[config.mk]
export PLATFORM = sky130hd
export DESIGN_NAME = decode_issue_controller
export DESIGN_NICKNAME = d
export VERILOG_FILES = /design/src/rtl/decode_issue_controller.sv
export SDC_FILE = /design/constraint.sdc
export NUM_CORES = 1
export LEC_CHECK = 0
export BUFFER_PORTS_ARGS = -buffer_cell sky130_fd_sc_hd__buf_4
export CAP_MARGIN = 5
export CORE_MARGIN = 5
export CORE_UTILIZATION = 47
export CTS_CLUSTER_SIZE = 16
export DETAILED_ROUTE_END_ITERATION = 8
export PLACE_DENSITY_LB_ADDON = 0.2
export RECOVER_POWER = 50
export SLEW_MARGIN = 20
export SYNTH_ARGS = -nofsm -noshare
export SYNTH_HDL_FRONTEND = slang
export SYNTH_SLANG_ARGS = --single-unit
[constraint.sdc]
create_clock -name clk -period 3 [get_ports clk]
set_input_delay 0 -clock clk [delete_from_list [all_inputs] [get_ports clk]]
set_output_delay 0 -clock clk [all_outputs]
set_load 0.05 [all_outputs]
[src/rtl/decode_issue_controller.sv]
// IF/ID pipeline register with load-use bubble insertion, branch squash and
// saturating stall/flush counters for CPI reporting.
module decode_issue_controller #(
  parameter int INSTR_LEN = 32,
  parameter int REG_ADDR  = 5,
  parameter int CNT_W     = 16
) (
  input  logic                 clk,
  input  logic                 rst,
  input  logic                 fetch_valid,
  input  logic [INSTR_LEN-1:0] fetch_instruction,
  output logic                 fetch_ready,
  output logic                 issue_valid,
  output logic [INSTR_LEN-1:0] issue_instruction,
  input  logic                 issue_ready,
  input  logic                 branch_flush,
  output logic [1:0]           state,
  output logic [CNT_W-1:0]     stall_count,
  output logic [CNT_W-1:0]     flush_count
);

  typedef enum logic [1:0] {
    EMPTY = 2'b00,
    FULL  = 2'b01,
    STALL = 2'b10
  } state_t;

  localparam logic [REG_ADDR-1:0] XZR = {REG_ADDR{1'b1}};

  state_t               state_reg, state_next;
  logic                 held_valid_reg, held_valid_next;
  logic [INSTR_LEN-1:0] held_instr_reg, held_instr_next;
  logic                 last_load_valid_reg, last_load_valid_next;
  logic [REG_ADDR-1:0]  last_load_rt_reg, last_load_rt_next;
  logic [CNT_W-1:0]     stall_count_reg, stall_count_next;
  logic [CNT_W-1:0]     flush_count_reg, flush_count_next;

  logic [10:0]         op11;
  logic                is_ldur, is_stur, is_rtype, is_cbz;
  logic [REG_ADDR-1:0] rn, rm, rt;
  logic                use_rn, use_rb;
  logic [REG_ADDR-1:0] rb;
  logic                hazard, fire;

  assign op11     = held_instr_reg[31:21];
  assign is_ldur  = (op11 == 11'b11111000010);
  assign is_stur  = (op11 == 11'b11111000000);
  assign is_rtype = (op11 == 11'b10001011000) || (op11 == 11'b11001011000) ||
                    (op11 == 11'b10001010000) || (op11 == 11'b10101010000);
  assign is_cbz   = (held_instr_reg[31:24] == 8'b10110100);

  assign rn = held_instr_reg[5 +: REG_ADDR];
  assign rm = held_instr_reg[16 +: REG_ADDR];
  assign rt = held_instr_reg[0 +: REG_ADDR];

  // Second source is Rm for R-type, Rt for stores and CBZ.
  assign use_rn = is_rtype | is_ldur | is_stur;
  assign use_rb = is_rtype | is_stur | is_cbz;
  assign rb     = is_rtype ? rm : rt;

  assign hazard = held_valid_reg & last_load_valid_reg &
                  ((use_rn & (rn != XZR) & (rn == last_load_rt_reg)) |
                   (use_rb & (rb != XZR) & (rb == last_load_rt_reg)));

  assign issue_valid       = held_valid_reg & ~hazard & ~branch_flush;
  assign fire              = issue_valid & issue_ready;
  assign fetch_ready       = ~branch_flush & ~hazard & (~held_valid_reg | fire);
  assign issue_instruction = issue_valid ? held_instr_reg : '0;
  assign state             = state_reg;
  assign stall_count       = stall_count_reg;
  assign flush_count       = flush_count_reg;

  always_comb begin
    state_next           = state_reg;
    held_valid_next      = held_valid_reg;
    held_instr_next      = held_instr_reg;
    last_load_valid_next = last_load_valid_reg;
    last_load_rt_next    = last_load_rt_reg;
    stall_count_next     = stall_count_reg;
    flush_count_next     = flush_count_reg;

    if (branch_flush) begin
      held_valid_next      = 1'b0;
      last_load_valid_next = 1'b0;
      state_next           = EMPTY;
      if (held_valid_reg && (flush_count_reg != {CNT_W{1'b1}}))
        flush_count_next = flush_count_reg + CNT_W'(1);
    end else if (hazard) begin
      state_next = STALL;
      // A bubble only counts when downstream would otherwise have taken it.
      if (issue_ready) begin
        last_load_valid_next = 1'b0;
        last_load_rt_next    = rt;
        if (stall_count_reg != {CNT_W{1'b1}})
          stall_count_next = stall_count_reg + CNT_W'(1);
      end
    end else begin
      if (fetch_valid && fetch_ready) begin
        held_valid_next = 1'b1;
        held_instr_next = fetch_instruction;
      end else if (fire) begin
        held_valid_next = 1'b0;
      end
      if (issue_ready) begin
        last_load_valid_next = fire & is_ldur & (rt != XZR);
        last_load_rt_next    = rt;
      end
      state_next = held_valid_next ? FULL : EMPTY;
    end
  end

  always_ff @(posedge clk or posedge rst) begin
    if (rst) begin
      state_reg           <= EMPTY;
      held_valid_reg      <= 1'b0;
      held_instr_reg      <= '0;
      last_load_valid_reg <= 1'b0;
      last_load_rt_reg    <= '0;
      stall_count_reg     <= '0;
      flush_count_reg     <= '0;
    end else begin
      state_reg           <= state_next;
      held_valid_reg      <= held_valid_next;
      held_instr_reg      <= held_instr_next;
      last_load_valid_reg <= last_load_valid_next;
      last_load_rt_reg    <= last_load_rt_next;
      stall_count_reg     <= stall_count_next;
      flush_count_reg     <= flush_count_next;
    end
  end

endmodule

==> key figures, run 1 <==
Run status
  • Status: complete, but fails checks
  • Failing checks: max-capacitance violations, max-slew violations, negative setup slack

STA
  • Fin Clk Skew: 0.0143 ns
  • Min Tclk post-route: around 3.2 ns
  • Measured slew at the worst slew-check pin: ~1.8 ns
  • Hold Fails Final Rpt: 0
  • RSZ-0062 raised after global routing: yes
  • Setup-failing EPs final: 68
  • Fin worst setup slack: -0.162 ns
  • Fin crit share: 105%
  • Pins Over Slew Limit: between 70 and 80
  • Setup TNS: -7.32 ns
  • Slew margin rel.: -18.4%
  • Max Fclk: roughly 0.32 GHz

Yosys
  • Syn Area/Cell: around 12 um2
  • Post-synthesis sequential area ratio: a little under half
  • Syn Inst Count: 323
  • FFs w/ async S/R, synth: 100%
  • Top-area cell type share of the netlist area: 47.7%
  • Main combinational cell family by area after synthesis: simple AND/OR/NAND/NOR gates
  • Mapped Area: about 3800 um2
  • Most used DFF post-synth: dfrtp_1
  • Ys Warns: 0
  • Mux cell area share after synthesis: between 10% and 20%
  • XOR/XNOR Fraction of Synth Area: under 10%
  • Post-synth EDFFs: 0
  • Complex-gate fraction of the synthesized area: 5.98%
  • Syn_nets: about 360
  • Area contributors post-synth: dfrtp_1 (48%), mux2_4 (12%), xnor2_1 (5.5%)
  • Simple-Gate Fraction of Synth Area: between 20% and 30%
  • Cell variety after synth: 51
  • Cell taking the most area after synthesis: dfrtp_1
  • FF+latch count, synth: 73
  • Synth Area in Adders: less than 1%

Critical path
  • Flop2flop setup slack: -0.11 ns
  • Setup crit start kind: flip-flop
  • Setup Crit Path Kind: flip-flop to output pin
  • Req. time, crit path: 3.00 ns
  • Reg2Reg Depth: 10
  • RR Endpoint: held_instr_reg[20]
  • CP cell instances: or4b_4, nor3_4, mux2_4, a211o_4, o31ai_4, a21oi_4, buf_16, and2_1, buf_6
  • Worst path buffer plus inverter count: 2
  • Crit path capture: issue_instruction[15]
  • Max incr delay on CP: 0.57 ns
  • Worst reg2reg path startpoint: held_instr_reg[21]
  • Critical Path End Type: output pin
  • CP max-delay cell: or4b_4
  • WP depth: 9
  • Largest delay share family, worst path: simple AND/OR/NAND/NOR gates
  • Crit path launch: held_instr_reg[21]
  • CP arrival: 3.16 ns
  • Worst-path maximum fanout: 17

Final layout
  • Commonest non-fill, non-tap cell in the layout: dfrtp_1
  • Most frequent cells in the layout: dfrtp_1 (73), buf_4 (55), buf_6 (39)
  • Nets: around 530
  • Post-Layout Cell Count: 603
  • Layout cell share with drive strength beyond 1: 38.8%
  • Number of diodes: 0
  • Area grow syn2layout: 48.7%
  • Max reg flops: 32
  • Fillers: roughly 600

Power
  • Seq pwr share: about two fifths
  • Clock share of power: 27.9%
  • Leakage: about 0.0026 uW
  • Peak VDD IR: approximately 0.40 mV
  • Pwr Density: around 530 nW/um2
  • Switch Pwr: 989 uW
  • Internal power: between 2000 and 2500 uW
  • Net Sw Frac: 32.8%
  • Tot Pwr: 3020 uW
  • Combinational share of power: 30.0%

Die
  • Initial core utilization: a little under half
  • Die Outline Area: between 10000 and 15000 um2
  • Core area: a little over 8000 um2
  • Row cnt: 33
  • Ports: between 100 and 150
  • Die Height: ~100 um
  • Die span in x: about 100 um

Drt
  • Post-route ant nets: 0
  • Iter 0 DRT Violations: about 110
  • Vias/cell: between 5 and 6
  • DRC viols: 0
  • Total wire length: 10100 um
  • Via count: around 3100
  • Drt pass-1 iters: 4
  • Wire length per cell: approximately 17 um

Global routing
  • Vias in the first global route: 3221
  • Antenna violations before repair: 0
  • Grt total ovfl: 0
  • Global-route usage over all layers: around a fifth
  • Global-route wire length before repair: between 15000 and 20000 um
  • Largest net degree at the start of global routing: 74

Clock tree
  • Clock tree from TritonCTS: yes
  • Clock sink count: between 70 and 80
  • CTS Buf Count: 9
  • Clock root cell: clkbuf_8
  • Clk slew on worst S/H paths: about 0.070 ns
  • Clk buf depth: 2
  • H-tree Lvls: 3
  • Clock Latency Late Sink: 0.35 ns

Placed design
  • Post-DP HPWL: approximately 6200 um
  • Routability congestion estimate: 0.793
  • Placed Cells: 539
  • Input/output buffers: 104

Job
  • Max Cap Viol: 1

Worst hold path
  • Hold WC Path Type: input port to flip-flop
  • Min-Delay Path Depth: 3
metal layers:
layer | vias to the layer above | routed length [um] | GRT usage [%]
li1 | 1494 | - | -
met1 | 1557 | 4410 | 26.8
met2 | 84 | 4990 | 32.9
met3 | 12 | 504 | 5.07
met4 | 0 | 156 | 6.63
met5 | - | 0 | 0
power by group through the flow:
stage | clock network (uW) | logic (uW) | registers (uW)
final | 843 | 906 | 1270
after global routing | 909 | 964 | 1290
after CTS | 862 | 902 | 1260
after detailed placement | 0 | 790 | 1280
after global placement | 0 | 779 | 1270
after floorplan | 0 | 464 | 1340
worst min-delay path, delay by kind of cell:
family | cells | cell delay (ns)
compound gates | 1 | 0.19
buf+inv | 1 | 0.09
simple gates | 1 | 0.04
through the flow:
step	instance area (um2)	hold WS, ns	setup WS [ns]	utilization [%]
6_report	5700	0.0219	-0.162	70.4
3_3_place_gp	4890	0.231	0.0760	60.4
4_1_cts	5720	0.00190	-0.111	70.7
2_1_floorplan	3880	0.148	-0.0254	-
5_1_grt	5700	0.0224	-0.217	70.4
3_5_place_dp	4890	0.234	0.00843	60.4
Yosys cell counts, drive strengths merged, types with 2 or more instances:
library cell   n
a211oi         2
a21oi          5
and2          33
and3           7
and3b          2
and4           4
buf            4
clkbuf         7
dfrtp         73
ha             2
inv            8
mux2          39
nand2         18
nand2b         2
nand3         11
nand4         16
nor2          12
nor3           7
nor3b          3
nor4           3
o21ai          3
o31ai          3
or3            2
xnor2         24
xor2          14
layout make-up:
type | instances | area (um2) | share of cell area (%)
multi-input cells | 231 | 2050 | 35.9
inverters | 8 | 30.0 | 0.527
repair buffers | 171 | 1440 | 25.4
clock inverters | 5 | 80.1 | 1.41
flip-flops and latches | 73 | 1830 | 32.1
clock buffers | 10 | 138 | 2.42
well taps | 105 | 131 | 2.31
logic make-up (layout without fill, tap and decap cells):
logic type | count (synthesis) | in the layout
xor+xnor | 38 | 38
simple gates | 127 | 127
flops | 73 | 73
buf+inv | 19 | 194
mux | 39 | 39
compound gates | 25 | 25
fa+ha+maj | 2 | 2
what timing repair did:
item / CTS / global route
resized for setup: 54 / 15
cloned: 1 / 3
endpoints found under the hold margin: 107 / 0
pin swaps: 11 / 11
setup endpoints to repair: 35 / 72
hold buffers: 35 / 0
buffers inserted: 5 / 7
worst min-delay path by stage:
stage	endpoint	slack, ns	from
global route	last_load_valid_reg	0.02	issue_ready
detailed placement	held_instr_reg[3]	0.23	fetch_instruction[3]
CTS	last_load_valid_reg	0.002	issue_ready
finish	last_load_valid_reg	0.02	issue_ready
floorplan	held_instr_reg[0]	0.15	fetch_instruction[0]
global placement	held_instr_reg[18]	0.23	fetch_instruction[18]
(Power assumes the default switching activity.)
==> run 2: changes to the inputs <==
--- a/config.mk
+++ b/config.mk
@@ -7,8 +7,11 @@
 export LEC_CHECK = 0
 export BUFFER_PORTS_ARGS = -buffer_cell sky130_fd_sc_hd__buf_4
 export CAP_MARGIN = 5
+export CELL_PAD_IN_SITES_DETAIL_PLACEMENT = 1
+export CELL_PAD_IN_SITES_GLOBAL_PLACEMENT = 2
 export CORE_MARGIN = 5
-export CORE_UTILIZATION = 47
+export CORE_UTILIZATION = 30
+export CTS_BUF_LIST = sky130_fd_sc_hd__clkbuf_16
 export CTS_CLUSTER_SIZE = 16
 export DETAILED_ROUTE_END_ITERATION = 8
 export PLACE_DENSITY_LB_ADDON = 0.2
==> key figures, run 2 (synthesized netlist as in run 1, its figures left out) <==
Run status
  • Status: complete, but fails checks
  • Failing checks: max-capacitance violations, max-slew violations, negative setup slack

Critical path
  • Flop2flop setup slack: -0.10 ns (about the same)
  • CP max-delay cell: or4b_4
  • Req. time, crit path: 3.00 ns (about the same)
  • Worst-path maximum fanout: 17 (unchanged)
  • Max incr delay on CP: 0.58 ns (about the same)
  • Setup crit start kind: flip-flop
  • Critical Path End Type: output pin
  • Largest delay share family, worst path: simple AND/OR/NAND/NOR gates
  • Worst reg2reg path startpoint: held_instr_reg[26]
  • Worst path buffer plus inverter count: 2 (unchanged)
  • Reg2Reg Depth: 9 (-1)
  • Setup Crit Path Kind: flip-flop to output pin
  • CP arrival: 3.14 ns (-0.02 ns)
  • RR Endpoint: stall_count[15]
  • CP cell instances: or4b_4, nor3_4, mux2_4, a211o_4, o31ai_4, a21oi_4, buf_12, and2_2, buf_6

STA
  • RSZ-0062 raised after global routing: yes
  • Measured slew at the worst slew-check pin: 2.20 ns (+0.424 ns)
  • Slew margin rel.: -46.8% (-28 points)
  • Max Fclk: 0.319 GHz (+0.76%)
  • Hold Fails Final Rpt: 0 (unchanged)
  • Min Tclk post-route: 3.14 ns (-0.0237 ns)
  • Setup-failing EPs final: 79 (+16%)
  • Fin crit share: 105% (-0.79 points)
  • Fin worst setup slack: -0.138 ns (+0.0237 ns)
  • Pins Over Slew Limit: 58 (-22%)
  • Fin Clk Skew: 0.00543 ns (-0.00886 ns)

Final layout
  • Reg area: 1830 um2 (unchanged)
  • Post-Layout Cell Count: 673 (+12%)
  • Area grow syn2layout: 55.5%
  • Layout cell share with drive strength beyond 1: 44.5% (+5.8 points)
  • Most frequent cells in the layout: buf_4 (84), dfrtp_1 (73), buf_6 (38)
  • Commonest non-fill, non-tap cell in the layout: buf_4
  • Number of diodes: 0 (unchanged)
  • Fillers: 1377 (+130%)
  • Area of the multi-input gates: 2040 um2 (-0.24%)
  • Nets: 535 (+0.38%)
  • Max reg flops: 32 (unchanged)

Worst hold path
  • Hold WC Path Type: input port to flip-flop
  • Hold EP: last_load_valid_reg
  • Min-Delay Path Depth: 3 (unchanged)
  • Worst Min Path Start: issue_ready

Power
  • Peak VDD IR: 0.399 mV (-0.32%)
  • Clock share of power: 32.5% (+4.6 points)
  • Combinational share of power: 28.4% (-1.6 points)
  • Net Sw Frac: 32.1% (-0.65 points)
  • Switch Pwr: 1040 uW (+5.5%)
  • Internal power: 2200 uW (+8.7%)
  • Seq pwr share: 39.1% (-2.9 points)
  • Pwr Density: 545 nW/um2 (+2.9%)
  • Leakage: 0.00276 uW (+5.7%)

Placed design
  • Routability congestion estimate: 0.758 (-4.4%)
  • Post-DP HPWL: 7520 um (+20%)
  • Placed Cells: 610 (+13%)
  • Dpl ws: -0.0273 ns (-0.0357 ns)
  • Input/output buffers: 104 (unchanged)

Drt
  • Iter 0 DRT Violations: 93 (-13%)
  • Metal-1 WL: 5120 um (+16%)
  • Total wire length: 11100 um (+10%)
  • Wire length per cell: 16.5 um (-1.1%)
  • DR WL met3: 523 um (+3.8%)
  • Via count: 3168 (+0.67%)
  • Drt pass-1 iters: 4 (unchanged)
  • DRC viols: 0 (unchanged)
  • Top routing layer used: met4
  • Post-route ant nets: 0 (unchanged)
  • Vias/cell: 4.71 (-9.8%)
  • Metal2 WL: 5340 um (+7.2%)

Die
  • Initial core utilization: 30.5% (-17 points)
  • Die span in x: 123 um (+23%)
  • Row cnt: 41 (+24%)
  • Ports: 105 (unchanged)
  • Die Height: 123 um (+23%)
  • Die Outline Area: 15100 um2 (+50%)
  • Core area: 12600 um2 (+55%)

Clock tree
  • CTS Buf Count: 9 (unchanged)
  • Clock Latency Late Sink: 0.33 ns (-0.02 ns)
  • Clock sink count: 73 (unchanged)
  • H-tree Lvls: 3 (unchanged)
  • Clock tree from TritonCTS: yes
  • Clk slew on worst S/H paths: 0.06 ns (about the same)
  • Clock root cell: clkbuf_16
  • Clk buf depth: 2 (unchanged)

Global routing
  • Antenna violations before repair: 0 (unchanged)
  • Largest net degree at the start of global routing: 58 (-22%)
  • Vias in the first global route: 3445 (+7.0%)
  • Global-route usage over all layers: 15.5% (-4.8 points)
  • Global-route wire length before repair: 18000 um (+11%)
  • Grt total ovfl: 0 (unchanged)

Job
  • Max Cap Viol: 1 (unchanged)
-- run 2: routing by layer --
| metal | global-route usage [%] | up-vias |
|---|---|---|
| met5 | 0 | - |
| met4 | 4.36 | 0 |
| met3 | 4.16 | 10 |
| met2 | 25.0 | 64 |
| met1 | 20.6 | 1600 |
| li1 | - | 1494 |
-- run 2: worst max path at each step --
stage	startpoint	endpoint	slack, ns	cells past startpoint
2_1_floorplan	held_instr_reg[23]	held_instr_reg[0]	-0.03	8
6_report	held_instr_reg[26]	issue_instruction[21]	-0.14	9
4_1_cts	held_instr_reg[26]	issue_instruction[21]	-0.19	9
5_1_grt	held_instr_reg[26]	issue_instruction[21]	-0.26	9
3_5_place_dp	held_instr_reg[23]	held_instr_reg[12]	-0.03	8
3_3_place_gp	held_instr_reg[23]	held_instr_reg[3]	0.03	8
-- run 2: power groups by stage --
| stage | sequential, uW | combinational, uW | clock [uW] |
|---|---|---|---|
| floorplan | 1340 | 464 | 0 |
| global placement | 1280 | 806 | 0 |
| global route | 1290 | 987 | 1140 |
| finish | 1270 | 922 | 1050 |
| detailed placement | 1280 | 821 | 0 |
| CTS | 1270 | 930 | 1080 |
-- run 2: worst register-to-register path: stages (launching register included) --
cell and delay (ns):
dfrtp_1 0.38, or4b_4 0.58, nor3_4 0.28, mux2_4 0.34, a211o_4 0.36, buf_4 0.16, buf_12 0.12, o41a_1 0.42
and3b_1 0.26, xor2_1 0.13
-- run 2: stage by stage --
stage / util, % / total power [uW] / setup TNS, ns / hold slack [ns] / instance area [um2]
3_5_place_dp: 40.0 / 2100 / -0.498 / 0.236 / 5030
2_1_floorplan: - / 1810 / -0.763 / 0.148 / 3880
4_1_cts: 47.4 / 3290 / -8.99 / 0.0399 / 5960
6_report: 47.4 / 3250 / -5.01 / 0.0414 / 5960
5_1_grt: 47.4 / 3420 / -15.27 / 0.0392 / 5960
3_3_place_gp: 40.0 / 2080 / 0 / 0.234 / 5030
-- run 2: cell type report --
class | instances | area share, %
clock buffer | 9 | 3.78
clock inverter | 7 | 1.03
inverter | 8 | 0.504
multi-input combinational | 231 | 34.3
sequential | 73 | 30.7
tap | 172 | 3.61
timing repair buffer | 173 | 26.2
-- run 2: timing repair --
action | CTS | global route
setup buffers | 9 | 2
pin swaps | 16 | 12
setup endpoints to repair | 69 | 84
gates cloned | 1 | 0
resized for setup | 55 | 7
endpoints found under the hold margin | 90 | 0
hold buffers | 35 | 0
==> run 3: changes to the inputs <==
--- a/config.mk
+++ b/config.mk
@@ -5,10 +5,12 @@
 export SDC_FILE = /design/constraint.sdc
 export NUM_CORES = 1
 export LEC_CHECK = 0
+export ABC_CLOCK_PERIOD_IN_PS = 3000
 export BUFFER_PORTS_ARGS = -buffer_cell sky130_fd_sc_hd__buf_4
 export CAP_MARGIN = 5
 export CELL_PAD_IN_SITES_DETAIL_PLACEMENT = 1
 export CELL_PAD_IN_SITES_GLOBAL_PLACEMENT = 2
+export CORE_ASPECT_RATIO = 1.1
 export CORE_MARGIN = 5
 export CORE_UTILIZATION = 30
 export CTS_BUF_LIST = sky130_fd_sc_hd__clkbuf_16
@@ -16,7 +18,6 @@
 export DETAILED_ROUTE_END_ITERATION = 8
 export PLACE_DENSITY_LB_ADDON = 0.2
 export RECOVER_POWER = 50
-export SLEW_MARGIN = 20
 export SYNTH_ARGS = -nofsm -noshare
 export SYNTH_HDL_FRONTEND = slang
 export SYNTH_SLANG_ARGS = --single-unit
==> key figures, run 3 (synthesized netlist as in run 1, its figures left out) <==
Critical path
  • Reg2Reg Depth: 10 (+1)
  • Worst-path maximum fanout: 34 (+17)
  • Worst reg2reg path startpoint: held_instr_reg[26]
  • Max incr delay on CP: 0.58 ns (about the same)
  • CP cell instances: or4b_4, nor3_4, mux2_4, a211o_4, o31ai_4, a21oi_2, buf_12, and2_2, buf_6
  • Flop2flop setup slack: -0.08 ns (+0.02 ns)
  • Setup crit start kind: flip-flop
  • Req. time, crit path: 3.00 ns (about the same)
  • CP max-delay cell: or4b_4
  • Setup Crit Path Kind: flip-flop to output pin
  • RR Endpoint: stall_count[14]
  • CP arrival: 3.15 ns (about the same)
  • Critical Path End Type: output pin

Die
  • Ports: 105 (unchanged)
  • Row cnt: 43 (+4.9%)
  • Die Outline Area: 15100 um2 (about the same)
  • Die span in x: 118 um (-4.3%)
  • Die Height: 129 um (+4.5%)
  • Core area: 12600 um2 (+0.17%)
  • Initial core utilization: 30.4% (-0.052 points)

Clock tree
  • Clk buf depth: 2 (unchanged)
  • Clock root cell: clkbuf_16
  • Clock sink count: 73 (unchanged)
  • Clk slew on worst S/H paths: 0.06 ns (about the same)
  • CTS Buf Count: 9 (unchanged)
  • Clock tree from TritonCTS: yes
  • Clock Latency Late Sink: 0.33 ns (about the same)
  • H-tree Lvls: 3 (unchanged)

Final layout
  • Commonest non-fill, non-tap cell in the layout: buf_4
  • Fillers: 1346 (-2.3%)
  • Post-route cell area: 5950 um2 (-0.15%)
  • Layout cell share with drive strength beyond 1: 45.2% (+0.67 points)
  • Number of diodes: 0 (unchanged)
  • Area of the multi-input gates: 2090 um2 (+2.4%)
  • Area grow syn2layout: 55.3%
  • Reg area: 1830 um2 (unchanged)
  • Nets: 534 (-0.19%)
  • Most frequent cells in the layout: buf_4 (94), dfrtp_1 (73), buf_6 (38)
  • Max reg flops: 32 (unchanged)

Global routing
  • Vias in the first global route: 3529 (+2.4%)
  • Grt total ovfl: 0 (unchanged)
  • Global-route usage over all layers: 14.8% (-0.72 points)
  • Global-route wire length before repair: 18200 um (+1.0%)
  • Antenna violations before repair: 0 (unchanged)
  • Largest net degree at the start of global routing: 74 (+28%)

Placed design
  • Post-DP HPWL: 7510 um (-0.14%)
  • Routability congestion estimate: 0.751 (-0.92%)
  • Input/output buffers: 104 (unchanged)
  • Dpl ws: -0.0828 ns (-0.0555 ns)
  • Placed Area: 5010 um2 (-0.32%)

STA
  • Fin Clk Skew: 0.00470 ns (-0.000721 ns)
  • Pins Over Slew Limit: 74 (+28%)
  • Fin worst setup slack: -0.147 ns (-0.00882 ns)
  • Min Tclk post-route: 3.15 ns (+0.00882 ns)
  • Setup TNS: -4.10 ns (+0.909 ns)
  • Hold slack: 0.0418 ns (+0.000390 ns)
  • Fin crit share: 105% (+0.29 points)
  • Max Fclk: 0.318 GHz (-0.28%)
  • Measured slew at the worst slew-check pin: 1.85 ns (-0.352 ns)
  • Setup-failing EPs final: 59 (-25%)
  • RSZ-0062 raised after global routing: yes
  • Hold Fails Final Rpt: 0 (unchanged)
  • Slew margin rel.: -23.2% (+24 points)

Drt
  • Drt pass-1 iters: 4 (unchanged)
  • Via count: 3118 (-1.6%)
  • Wire length per cell: 16.7 um (+1.1%)
  • Total wire length: 10900 um (-1.6%)
  • DRC viols: 0 (unchanged)
  • Vias/cell: 4.76 (+1.1%)
  • Post-route ant nets: 0 (unchanged)
  • Iter 0 DRT Violations: 47 (-49%)

Run status
  • Failing checks: max-capacitance violations, max-slew violations, negative setup slack
  • Status: complete, but fails checks

Power
  • Tot Pwr: 3090 uW (-4.8%)
  • Peak VDD IR: 0.346 mV (-13%)
  • Leakage: 0.00278 uW (+0.72%)
  • Pwr Density: 520 nW/um2 (-4.6%)

Worst hold path
  • Worst Min Path Start: issue_ready
  • Hold WC Path Type: input port to flip-flop
  • Hold EP: last_load_valid_reg
  • Min-Delay Path Depth: 3 (unchanged)

Job
  • Max Cap Viol: 1 (unchanged)
run 3: layout make-up:
class	count	share of cell area, %
Multi-Input combinational cell	231	35.1
Sequential cell	73	30.7
Timing Repair Buffer	172	26.2
Clock buffer	9	3.79
Tap cell	157	3.30
Inverter	8	0.526
Clock inverter	5	0.315
run 3: repair_timing:
item,4_1_cts,5_1_grt
buffers inserted,4,5
setup endpoints to repair,70,84
endpoints found under the hold margin,34,0
resized for setup,43,22
pin swaps,11,12
hold buffers,34,0
gates cloned,1,0
run 3: worst max path at each step:
| stage | from | endpoint | cells past startpoint |
|---|---|---|---|
| after global routing | held_instr_reg[21] | issue_instruction[21] | 9 |
| after CTS | held_instr_reg[26] | issue_instruction[23] | 9 |
| final | held_instr_reg[26] | issue_instruction[22] | 9 |
| after detailed placement | held_instr_reg[23] | issue_instruction[23] | 9 |
| after floorplan | held_instr_reg[23] | held_instr_reg[0] | 8 |
| after global placement | held_instr_reg[23] | issue_instruction[22] | 9 |
run 3: worst max-delay path, delay by kind of cell, from the launching register on:
kind | cells | cell delay (ns)
muxes | 1 | 0.33
and+or+nand+nor | 3 | 1.07
DFF | 1 | 0.38
buffers and inverters | 2 | 0.32
AOI/OAI and AO/OA | 3 | 0.70
run 3: report_power, final:
part | internal, uW | total, uW | switching [uW]
Combinational | 443 | 909 | 466
Clock | 535 | 919 | 383
Sequential | 1110 | 1260 | 155
Total | 2090 | 3090 | 1000
run 3: metal layers:
layer  part of all wire (%)  GRT usage (%)
met3                    4.0           3.60
met2                     51           26.2
met1                     43           17.6
met5                      0              0
met4                    1.7           5.26
run 3: through the flow:
step,utilization [%],instances
floorplan,-,323
finish,47.3,655
CTS,46.1,650
detailed placement,39.8,597
global placement,39.8,597
global route,47.3,655
